## src/rtl/dmem_access_unit_pkg.sv

```systemverilog
// ---------------------------------------------------------------------------
// dmem_pkg
// Shared types and constants for the M-stage data-memory access unit:
//   - state_e      : access FSM states
//   - SZ_*         : MemSizeM (funct3) encodings
//   - LANES        : byte lanes on the 32-bit data bus
//   - is_misaligned: illegal size / alignment check for an incoming request
// ---------------------------------------------------------------------------
`timescale 1ns/1ps
package dmem_pkg;

  typedef enum logic [1:0] {
    S_IDLE = 2'd0,
    S_REQ  = 2'd1,
    S_RESP = 2'd2,
    S_DONE = 2'd3
  } state_e;

  localparam logic [2:0] SZ_B  = 3'b000;
  localparam logic [2:0] SZ_H  = 3'b001;
  localparam logic [2:0] SZ_W  = 3'b010;
  localparam logic [2:0] SZ_BU = 3'b100;
  localparam logic [2:0] SZ_HU = 3'b101;

  localparam int LANES = 4;

  // Unsigned sizes exist only for loads, so a BU/HU store is illegal.
  function automatic logic is_misaligned(input logic [2:0] size,
                                         input logic [1:0] addr_lo,
                                         input logic       we);
    logic bad;
    case (size)
      SZ_B:    bad = 1'b0;
      SZ_H:    bad = addr_lo[0];
      SZ_W:    bad = |addr_lo;
      SZ_BU:   bad = we;
      SZ_HU:   bad = we | addr_lo[0];
      default: bad = 1'b1;
    endcase
    return bad;
  endfunction

endpackage

```

## src/rtl/dmem_access_unit_if.sv

```systemverilog
// ---------------------------------------------------------------------------
// dmem_access_unit_if
// Data-memory bus with request/grant/response handshake.
//   master (access unit): drives DReq, DWe, DAddr, DBe, DWData;
//                         receives DGnt, DRValid, DRData
//   slave  (memory)     : the reverse
// ---------------------------------------------------------------------------
`timescale 1ns/1ps
interface dmem_access_unit_if #(
  parameter int DATA_WIDTH = 32,
  parameter int ADDR_WIDTH = 32
);
  logic                  DReq;
  logic                  DWe;
  logic [ADDR_WIDTH-1:0] DAddr;
  logic [3:0]            DBe;
  logic [DATA_WIDTH-1:0] DWData;
  logic                  DGnt;
  logic                  DRValid;
  logic [DATA_WIDTH-1:0] DRData;

  modport master (
    output DReq, DWe, DAddr, DBe, DWData,
    input  DGnt, DRValid, DRData
  );

  modport slave (
    input  DReq, DWe, DAddr, DBe, DWData,
    output DGnt, DRValid, DRData
  );
endinterface

```

## src/rtl/dmem_access_unit_lane_align.sv

```systemverilog
// ---------------------------------------------------------------------------
// dmem_lane_align (combinational)
// Request side : byte enables and lane-replicated store data from the
//                incoming size / low address bits.
// Response side: right-aligns the addressed byte/halfword of the read word
//                and zeroes the upper bits (extension happens downstream).
// Ports:
//   req_sz, req_lo, req_wdata -> req_be, req_wdata_rep
//   rsp_sz, rsp_lo, rsp_rdata -> rsp_rdata_al
// Only size[1:0] matters here: BU/HU share lane handling with B/H.
// ---------------------------------------------------------------------------
`timescale 1ns/1ps
module dmem_lane_align #(
  parameter int DATA_WIDTH = 32
) (
  input  logic [1:0]            req_sz,
  input  logic [1:0]            req_lo,
  input  logic [DATA_WIDTH-1:0] req_wdata,
  output logic [3:0]            req_be,
  output logic [DATA_WIDTH-1:0] req_wdata_rep,
  input  logic [1:0]            rsp_sz,
  input  logic [1:0]            rsp_lo,
  input  logic [DATA_WIDTH-1:0] rsp_rdata,
  output logic [DATA_WIDTH-1:0] rsp_rdata_al
);

  logic [DATA_WIDTH-1:0] byte_shift;
  logic [DATA_WIDTH-1:0] half_shift;

  always_comb begin
    req_be        = 4'b1111;
    req_wdata_rep = req_wdata;
    case (req_sz)
      2'b00: begin
        req_be        = 4'b0001 << req_lo;
        req_wdata_rep = {4{req_wdata[7:0]}};
      end
      2'b01: begin
        req_be        = 4'b0011 << {req_lo[1], 1'b0};
        req_wdata_rep = {2{req_wdata[15:0]}};
      end
      default: ;
    endcase
  end

  always_comb begin
    byte_shift   = rsp_rdata >> {rsp_lo, 3'b000};
    half_shift   = rsp_rdata >> {rsp_lo[1], 4'b0000};
    rsp_rdata_al = rsp_rdata;
    case (rsp_sz)
      2'b00:   rsp_rdata_al = {{(DATA_WIDTH-8){1'b0}}, byte_shift[7:0]};
      2'b01:   rsp_rdata_al = {{(DATA_WIDTH-16){1'b0}}, half_shift[15:0]};
      default: ;
    endcase
  end

endmodule

```

## src/rtl/dmem_access_unit.sv

```systemverilog
// ---------------------------------------------------------------------------
// dmem_access_unit
// M-stage data-memory access unit. Accepts one load/store from the pipeline,
// runs a single request/grant/response transaction on the data bus, stalls
// the pipeline while it is in flight and returns right-aligned load data.
// Ports:
//   clk, rst_n       : clock, asynchronous active-low reset
//   MemReqM..        : M-stage request (MemReqM, MemWriteM, MemSizeM, FlushM,
//                      ALUResultM, WriteDataM)
//   ReadDataM        : aligned load data, held until the next load capture
//   StallM           : hold F/D/E/M
//   MisalignM        : illegal size/alignment, request dropped (IDLE only)
//   bus              : data-memory bus (master side)
// ---------------------------------------------------------------------------
`timescale 1ns/1ps
module dmem_access_unit
  import dmem_pkg::*;
#(
  parameter int DATA_WIDTH = 32,
  parameter int ADDR_WIDTH = 32
) (
  input  logic                  clk,
  input  logic                  rst_n,
  input  logic                  MemReqM,
  input  logic                  MemWriteM,
  input  logic [2:0]            MemSizeM,
  input  logic                  FlushM,
  input  logic [ADDR_WIDTH-1:0] ALUResultM,
  input  logic [DATA_WIDTH-1:0] WriteDataM,
  output logic [DATA_WIDTH-1:0] ReadDataM,
  output logic                  StallM,
  output logic                  MisalignM,
  dmem_access_unit_if.master    bus
);

  state_e                state_q, state_d;
  logic [ADDR_WIDTH-1:0] addr_q, addr_d;
  logic                  we_q, we_d;
  logic [3:0]            be_q, be_d;
  logic [DATA_WIDTH-1:0] wdata_q, wdata_d;
  logic [1:0]            size_q, size_d;
  logic [DATA_WIDTH-1:0] rdata_q, rdata_d;

  logic [3:0]            req_be;
  logic [DATA_WIDTH-1:0] req_wdata_rep;
  logic [DATA_WIDTH-1:0] rsp_rdata_al;
  logic                  req_live;
  logic                  req_bad;

  // Request-side lanes come from the live M-stage inputs (captured on accept);
  // response-side alignment uses the registered size/address of the access.
  dmem_lane_align #(.DATA_WIDTH(DATA_WIDTH)) u_align (
    .req_sz        (MemSizeM[1:0]),
    .req_lo        (ALUResultM[1:0]),
    .req_wdata     (WriteDataM),
    .req_be        (req_be),
    .req_wdata_rep (req_wdata_rep),
    .rsp_sz        (size_q),
    .rsp_lo        (addr_q[1:0]),
    .rsp_rdata     (bus.DRData),
    .rsp_rdata_al  (rsp_rdata_al)
  );

  assign req_live = MemReqM && !FlushM;
  assign req_bad  = is_misaligned(MemSizeM, ALUResultM[1:0], MemWriteM);

  always_comb begin
    state_d   = state_q;
    addr_d    = addr_q;
    we_d      = we_q;
    be_d      = be_q;
    wdata_d   = wdata_q;
    size_d    = size_q;
    rdata_d   = rdata_q;
    StallM    = 1'b0;
    MisalignM = 1'b0;
    case (state_q)
      S_IDLE: begin
        if (req_live) begin
          MisalignM = req_bad;
          if (!req_bad) begin
            addr_d  = ALUResultM;
            we_d    = MemWriteM;
            be_d    = req_be;
            wdata_d = req_wdata_rep;
            size_d  = MemSizeM[1:0];
            StallM  = 1'b1;
            state_d = S_REQ;
          end
        end
      end
      S_REQ: begin
        StallM = 1'b1;
        if (bus.DGnt) state_d = we_q ? S_DONE : S_RESP;
      end
      S_RESP: begin
        StallM = 1'b1;
        if (bus.DRValid) begin
          rdata_d = rsp_rdata_al;
          state_d = S_DONE;
        end
      end
      S_DONE: state_d = S_IDLE;
      default: state_d = S_IDLE;
    endcase
  end

  always_ff @(posedge clk or negedge rst_n) begin
    if (!rst_n) begin
      state_q <= S_IDLE;
      addr_q  <= '0;
      we_q    <= 1'b0;
      be_q    <= '0;
      wdata_q <= '0;
      size_q  <= '0;
      rdata_q <= '0;
    end else begin
      state_q <= state_d;
      addr_q  <= addr_d;
      we_q    <= we_d;
      be_q    <= be_d;
      wdata_q <= wdata_d;
      size_q  <= size_d;
      rdata_q <= rdata_d;
    end
  end

  // DReq decodes straight from the state flop, so it drops with the reset.
  assign bus.DReq   = (state_q == S_REQ);
  assign bus.DWe    = we_q;
  assign bus.DAddr  = {addr_q[ADDR_WIDTH-1:2], 2'b00};
  assign bus.DBe    = be_q;
  assign bus.DWData = wdata_q;
  assign ReadDataM  = rdata_q;

endmodule

```

## src/flat_wrapper.sv

```systemverilog
// flat-port wrapper written by rule: the top's interface ports become plain ports
module dmem_access_unit_flat import dmem_pkg::*;
#(
  parameter int DATA_WIDTH = 32,
  parameter int ADDR_WIDTH = 32
)
  (clk, rst_n, MemReqM, MemWriteM, MemSizeM, FlushM, ALUResultM, WriteDataM, ReadDataM, StallM, MisalignM, bus_DReq, bus_DWe, bus_DAddr, bus_DBe, bus_DWData, bus_DGnt, bus_DRValid, bus_DRData);
  dmem_access_unit_if #(.DATA_WIDTH(DATA_WIDTH), .ADDR_WIDTH(ADDR_WIDTH)) bus_i ();
  input  logic clk;
  input  logic rst_n;
  input  logic MemReqM;
  input  logic MemWriteM;
  input  logic [2:0] MemSizeM;
  input  logic FlushM;
  input  logic [ADDR_WIDTH-1:0] ALUResultM;
  input  logic [DATA_WIDTH-1:0] WriteDataM;
  output logic [DATA_WIDTH-1:0] ReadDataM;
  output logic StallM;
  output logic MisalignM;
  output wire logic [$bits(bus_i.DReq)-1:0] bus_DReq;
  output wire logic [$bits(bus_i.DWe)-1:0] bus_DWe;
  output wire logic [$bits(bus_i.DAddr)-1:0] bus_DAddr;
  output wire logic [$bits(bus_i.DBe)-1:0] bus_DBe;
  output wire logic [$bits(bus_i.DWData)-1:0] bus_DWData;
  input wire logic [$bits(bus_i.DGnt)-1:0] bus_DGnt;
  input wire logic [$bits(bus_i.DRValid)-1:0] bus_DRValid;
  input wire logic [$bits(bus_i.DRData)-1:0] bus_DRData;
  assign bus_DReq = bus_i.DReq;
  assign bus_DWe = bus_i.DWe;
  assign bus_DAddr = bus_i.DAddr;
  assign bus_DBe = bus_i.DBe;
  assign bus_DWData = bus_i.DWData;
  assign bus_i.DGnt = bus_DGnt;
  assign bus_i.DRValid = bus_DRValid;
  assign bus_i.DRData = bus_DRData;
  dmem_access_unit #(.DATA_WIDTH(DATA_WIDTH), .ADDR_WIDTH(ADDR_WIDTH)) u_core (.clk(clk), .rst_n(rst_n), .MemReqM(MemReqM), .MemWriteM(MemWriteM), .MemSizeM(MemSizeM), .FlushM(FlushM), .ALUResultM(ALUResultM), .WriteDataM(WriteDataM), .ReadDataM(ReadDataM), .StallM(StallM), .MisalignM(MisalignM), .bus(bus_i));
endmodule
```

## config.mk

```make
export PLATFORM = sky130hd
export DESIGN_NAME = dmem_access_unit_flat
export DESIGN_NICKNAME = d
export VERILOG_FILES = /design/src/rtl/dmem_access_unit_pkg.sv /design/src/rtl/dmem_access_unit_if.sv /design/src/rtl/dmem_access_unit_lane_align.sv /design/src/rtl/dmem_access_unit.sv /design/src/flat_wrapper.sv
export SDC_FILE = /design/constraint.sdc
export NUM_CORES = 1
export LEC_CHECK = 0
export ABC_AREA = 0
export CORE_MARGIN = 3
export CORE_UTILIZATION = 40
export CTS_BUF_LIST = sky130_fd_sc_hd__clkbuf_4 sky130_fd_sc_hd__clkbuf_8
export CTS_CLUSTER_SIZE = 20
export DETAILED_ROUTE_END_ITERATION = 6
export GPL_TIMING_DRIVEN = 0
export PLACE_DENSITY_LB_ADDON = 0.1
export SLEW_MARGIN = 20
export SYNTH_ARGS = -nofsm -noshare
export SYNTH_HDL_FRONTEND = slang
export SYNTH_SLANG_ARGS = --single-unit
export TNS_END_PERCENT = 10
```

## constraint.sdc

```tcl
create_clock -name clk -period 2.7 [get_ports clk]
set_input_delay 0.405 -clock clk [delete_from_list [all_inputs] [get_ports clk]]
set_output_delay 0.405 -clock clk [all_outputs]
set_load 0.05 [all_outputs]
```

==> summary.txt <==
Finish
  – Number of antenna cells inserted: 0
  – Utilization after layout: about 63%
  – Number of nets at the end of the flow: 797
  – Most frequent cells in the layout: clkdlybuf4s50_1 (201), dfrtp_1 (105), nand2_1 (73)
  – Count of fill cells added during filler insertion: 1019
  – Post-Layout Cell Count: 858
  – P&R area growth vs syn: 49.5%
  – Most frequent standard cell in the layout excluding fill and tap cells: clkdlybuf4s50_1
  – Fraction of final layout cells with drive strength greater than 1: ~17%

Timing
  – Final worst-path cycle share: 95.0%
  – Worst Hold Slack: between 0.4 and 0.5 ns
  – Hold Violations, Final: 0
  – Time the worst path needs with I/O delays and setup: 2.56 ns
  – Clk_skew: between 0.005 and 0.006 ns
  – Unrepaired setup endpoints after global routing: false
  – Actual transition at the worst max-transition pin: around 0.94 ns
  – Worst slew margin relative to its limit: 36.9%
  – Fmax: a little under 400 MHz
  – Max Slew Vio Count: 0
  – Total of endpoints with negative setup slack in the final report: 0

Clock tree
  – Number of levels in the clock H-tree: 3
  – TritonCTS clock tree: built
  – Clock root buffer: clkbuf_8
  – Clock latency of the later-clocked register in the worst-skew pair: 0.37 ns
  – TritonCTS sink count: 105
  – Maximum number of buffers from clock root to sink: 2
  – Clock slew at reported path FFs: around 0.090 ns
  – CTS buffer count: 9

Logic synthesis
  – Count of flip-flops with a built-in enable after synthesis: 0
  – Post-synthesis instance area: 0.00513 mm²
  – Part of the Yosys area used for sequential elements: 51.2%
  – Number of distinct standard cells referenced by the synthesized netlist: 33
  – Number of instances in the synthesized netlist: ~460
  – Flip-flop cell with the highest count after synthesis: dfrtp_1
  – Async SR Flop Fraction: 100%
  – Total of warnings raised by yosys: 0
  – Count of state elements after synthesis: between 100 and 150
  – Average size of a mapped cell: 11.1 µm²

Global route
  – Global-route wire length before repair: 23300 µm
  – Pin count of the biggest net entering global routing: 67
  – Global-route met2 utilization: approximately 33%
  – Remaining global-route overflow: 0
  – Total global-route track usage: 20.6%
  – Met1 global-route usage: around 26%
  – Vias in the first global route: approximately 4500
  – Initial antenna violation count: 0
  – Most heavily used metal layer in global routing: met2
  – Global Route met3 Usage: 6.98%

Floorplanning
  – Initial Util: 41.8%
  – X dimension of the die: roughly 120 µm
  – Number of primary I/O pins: 210
  – Area inside the core boundary: 0.0123 mm²
  – Die outline area: 0.0142 mm²
  – Die height: roughly 120 µm
  – Number of rows in the core area: 40

Power
  – Tot Pwr: 9.38 mW
  – Peak VDD IR: 0.000864 V
  – Areal power density over the cells: 1220 mW/mm²
  – Pleak: 3.59 nW

Critical path
  – Critical Setup Path Class: in2out
  – Critical path, cell by cell: clkdlybuf4s50_1, a221oi_2, o211ai_1, buf_4, buf_2, a21oi_1, buf_4
  – Worst R2R Start: u_core.addr_q[1]$_DFFE_PN0P_
  – Cell with the largest stage delay on the worst path: clkdlybuf4s50_1
  – Setup crit start: MemSizeM[2]
  – CP Launch Type: input port
  – Required time of the worst setup path: 2.30 ns
  – Kind of capture point of the worst setup path: output pin
  – Slowest cell delay on critical path: 0.47 ns
  – Worst EP arrival: 2.16 ns
  – Top cell by count, worst path: buf_4
  – Critical path buffers and inverters: 4
  – Largest fanout of any net on the critical path: 10
  – Cell family with most CP delay: buffers and inverters

Drt
  – Violation count after the first detailed-routing iteration: 273
  – Wire per inst: 16.8 µm
  – Wire length after detailed routing: 14400 µm
  – Residual DRC: 0
  – Number of routed nets with antenna violations: 0
  – Pre-antenna DRT Iters: 5
  – Routed via count divided by cell count: 4.93
  – Via count: ~4200

Worst hold path
  – Type of the tightest min-delay check: in2reg
  – Worst Hold Launch: ALUResultM[1]

Placement
  – Count of buffers inserted at the top-level ports: approximately 210
  – Placed Cells incl. Taps: 840
  – HPWL after detailed placement: 11000 µm
  – Last weighted congestion value of the routability-driven placer: 0.796

Outcome
  – Run status: finished clean

Job
  – Max Cap Viol: 0
## cells by family after synthesis
group           Yosys count  synth area share (%)
simple gates            126                  10.2
flops                   105                  51.2
compound gates           83                  10.6
mux                      74                  18.5
buf+inv                  69                  8.20
fa+ha+maj                 5                  1.22
other cells               1                0.0731
## sequential cells by signal, indices dropped and copies added, names as in the netlist
register,cells
u_core.addr_q,32
u_core.ReadDataM,32
u_core.size_q,2
u_core.state_q,2
u_core.bus.DWData,32
u_core.bus.DBe,4
u_core.bus.DWe,1
## cells in the mapped netlist, types with 2 or more instances
library cell,number,area [µm²]
mux2i_1,25,250
nor2b_1,4,25.0
buf_2,6,30.0
clkbuf_1,16,60.1
a21oi_1,12,60.1
buf_4,33,248
o21ai_0,39,195
a221oi_1,8,70.1
a222oi_1,8,80.1
dfrtp_1,105,2630
a211oi_1,2,15.0
nor2_1,29,109
mux2_2,10,113
buf_6,4,45.0
inv_1,7,26.3
nand3_1,16,80.1
mux2_4,39,586
a22o_1,8,70.1
buf_1,2,7.51
ha_1,5,62.6
nand2_1,73,274
## metrics by stage
stage	setup slack, ns	TNS, ns	cell area, µm²
floorplan	0.283	0	5130
global placement	-2.83	-297.16	7420
detailed placement	-0.622	-0.622	7440
CTS	-0.00423	-0.00423	7640
global route	0.00669	0	7670
finish	0.136	0	7670
## report_power, final
part | switching, mW | internal, mW
Sequential | 0.377 | 2.24
Combinational | 3.57 | 2.25
Clock | 0.522 | 0.416
Total | 4.47 | 4.91
## layer usage
| metal | vias up | share of wire, % |
|---|---|---|
| met5 | - | 0 |
| met4 | 0 | 1.6 |
| met3 | 19 | 7.7 |
| met1 | 2041 | 43 |
| li1 | 2020 | - |
| met2 | 146 | 48 |
## worst min-delay path, cell delays in order
cell and delay [ns]:
dlymetal6s2s_1 0.19, a21oi_1 0.14, o21ai_0 0.07
## final timing paths
check	end	slack (ns)	depth (start not counted)
max	StallM	0.14	7
min	u_core.bus.DBe[2]$_DFFE_PN0P_	0.47	3
max reg2reg	u_core.ReadDataM[5]$_DFFE_PN0P_	0.90	4
min reg2reg	u_core.ReadDataM[21]$_DFFE_PN0P_	0.48	2
max in group asynchronous	u_core.bus.DWData[2]$_DFFE_PN0P_	1.55	3
min in group asynchronous	u_core.ReadDataM[23]$_DFFE_PN0P_	0.50	2
## area by class of cell
| class | instances | area (µm²) | area share, % |
|---|---|---|---|
| tap | 168 | 210 | 2.74 |
| clock buffer | 13 | 173 | 2.25 |
| buffer | 61 | 390 | 5.09 |
| timing repair buffer | 211 | 2130 | 27.8 |
| sequential | 105 | 2630 | 34.3 |
| multi-input combinational | 290 | 2100 | 27.3 |
| clock inverter | 2 | 12.5 | 0.163 |
| inverter | 8 | 30.0 | 0.392 |
## what timing repair did
item / CTS / global route
setup endpoints to repair: 2 / 1
hold buffers: 1 / 0
hold endpoints to repair: 39 / 0
resized for setup: 7 / 6
setup buffers: 0 / 2
pin swaps: 1 / 2
Power figures use the tool's default switching activity.
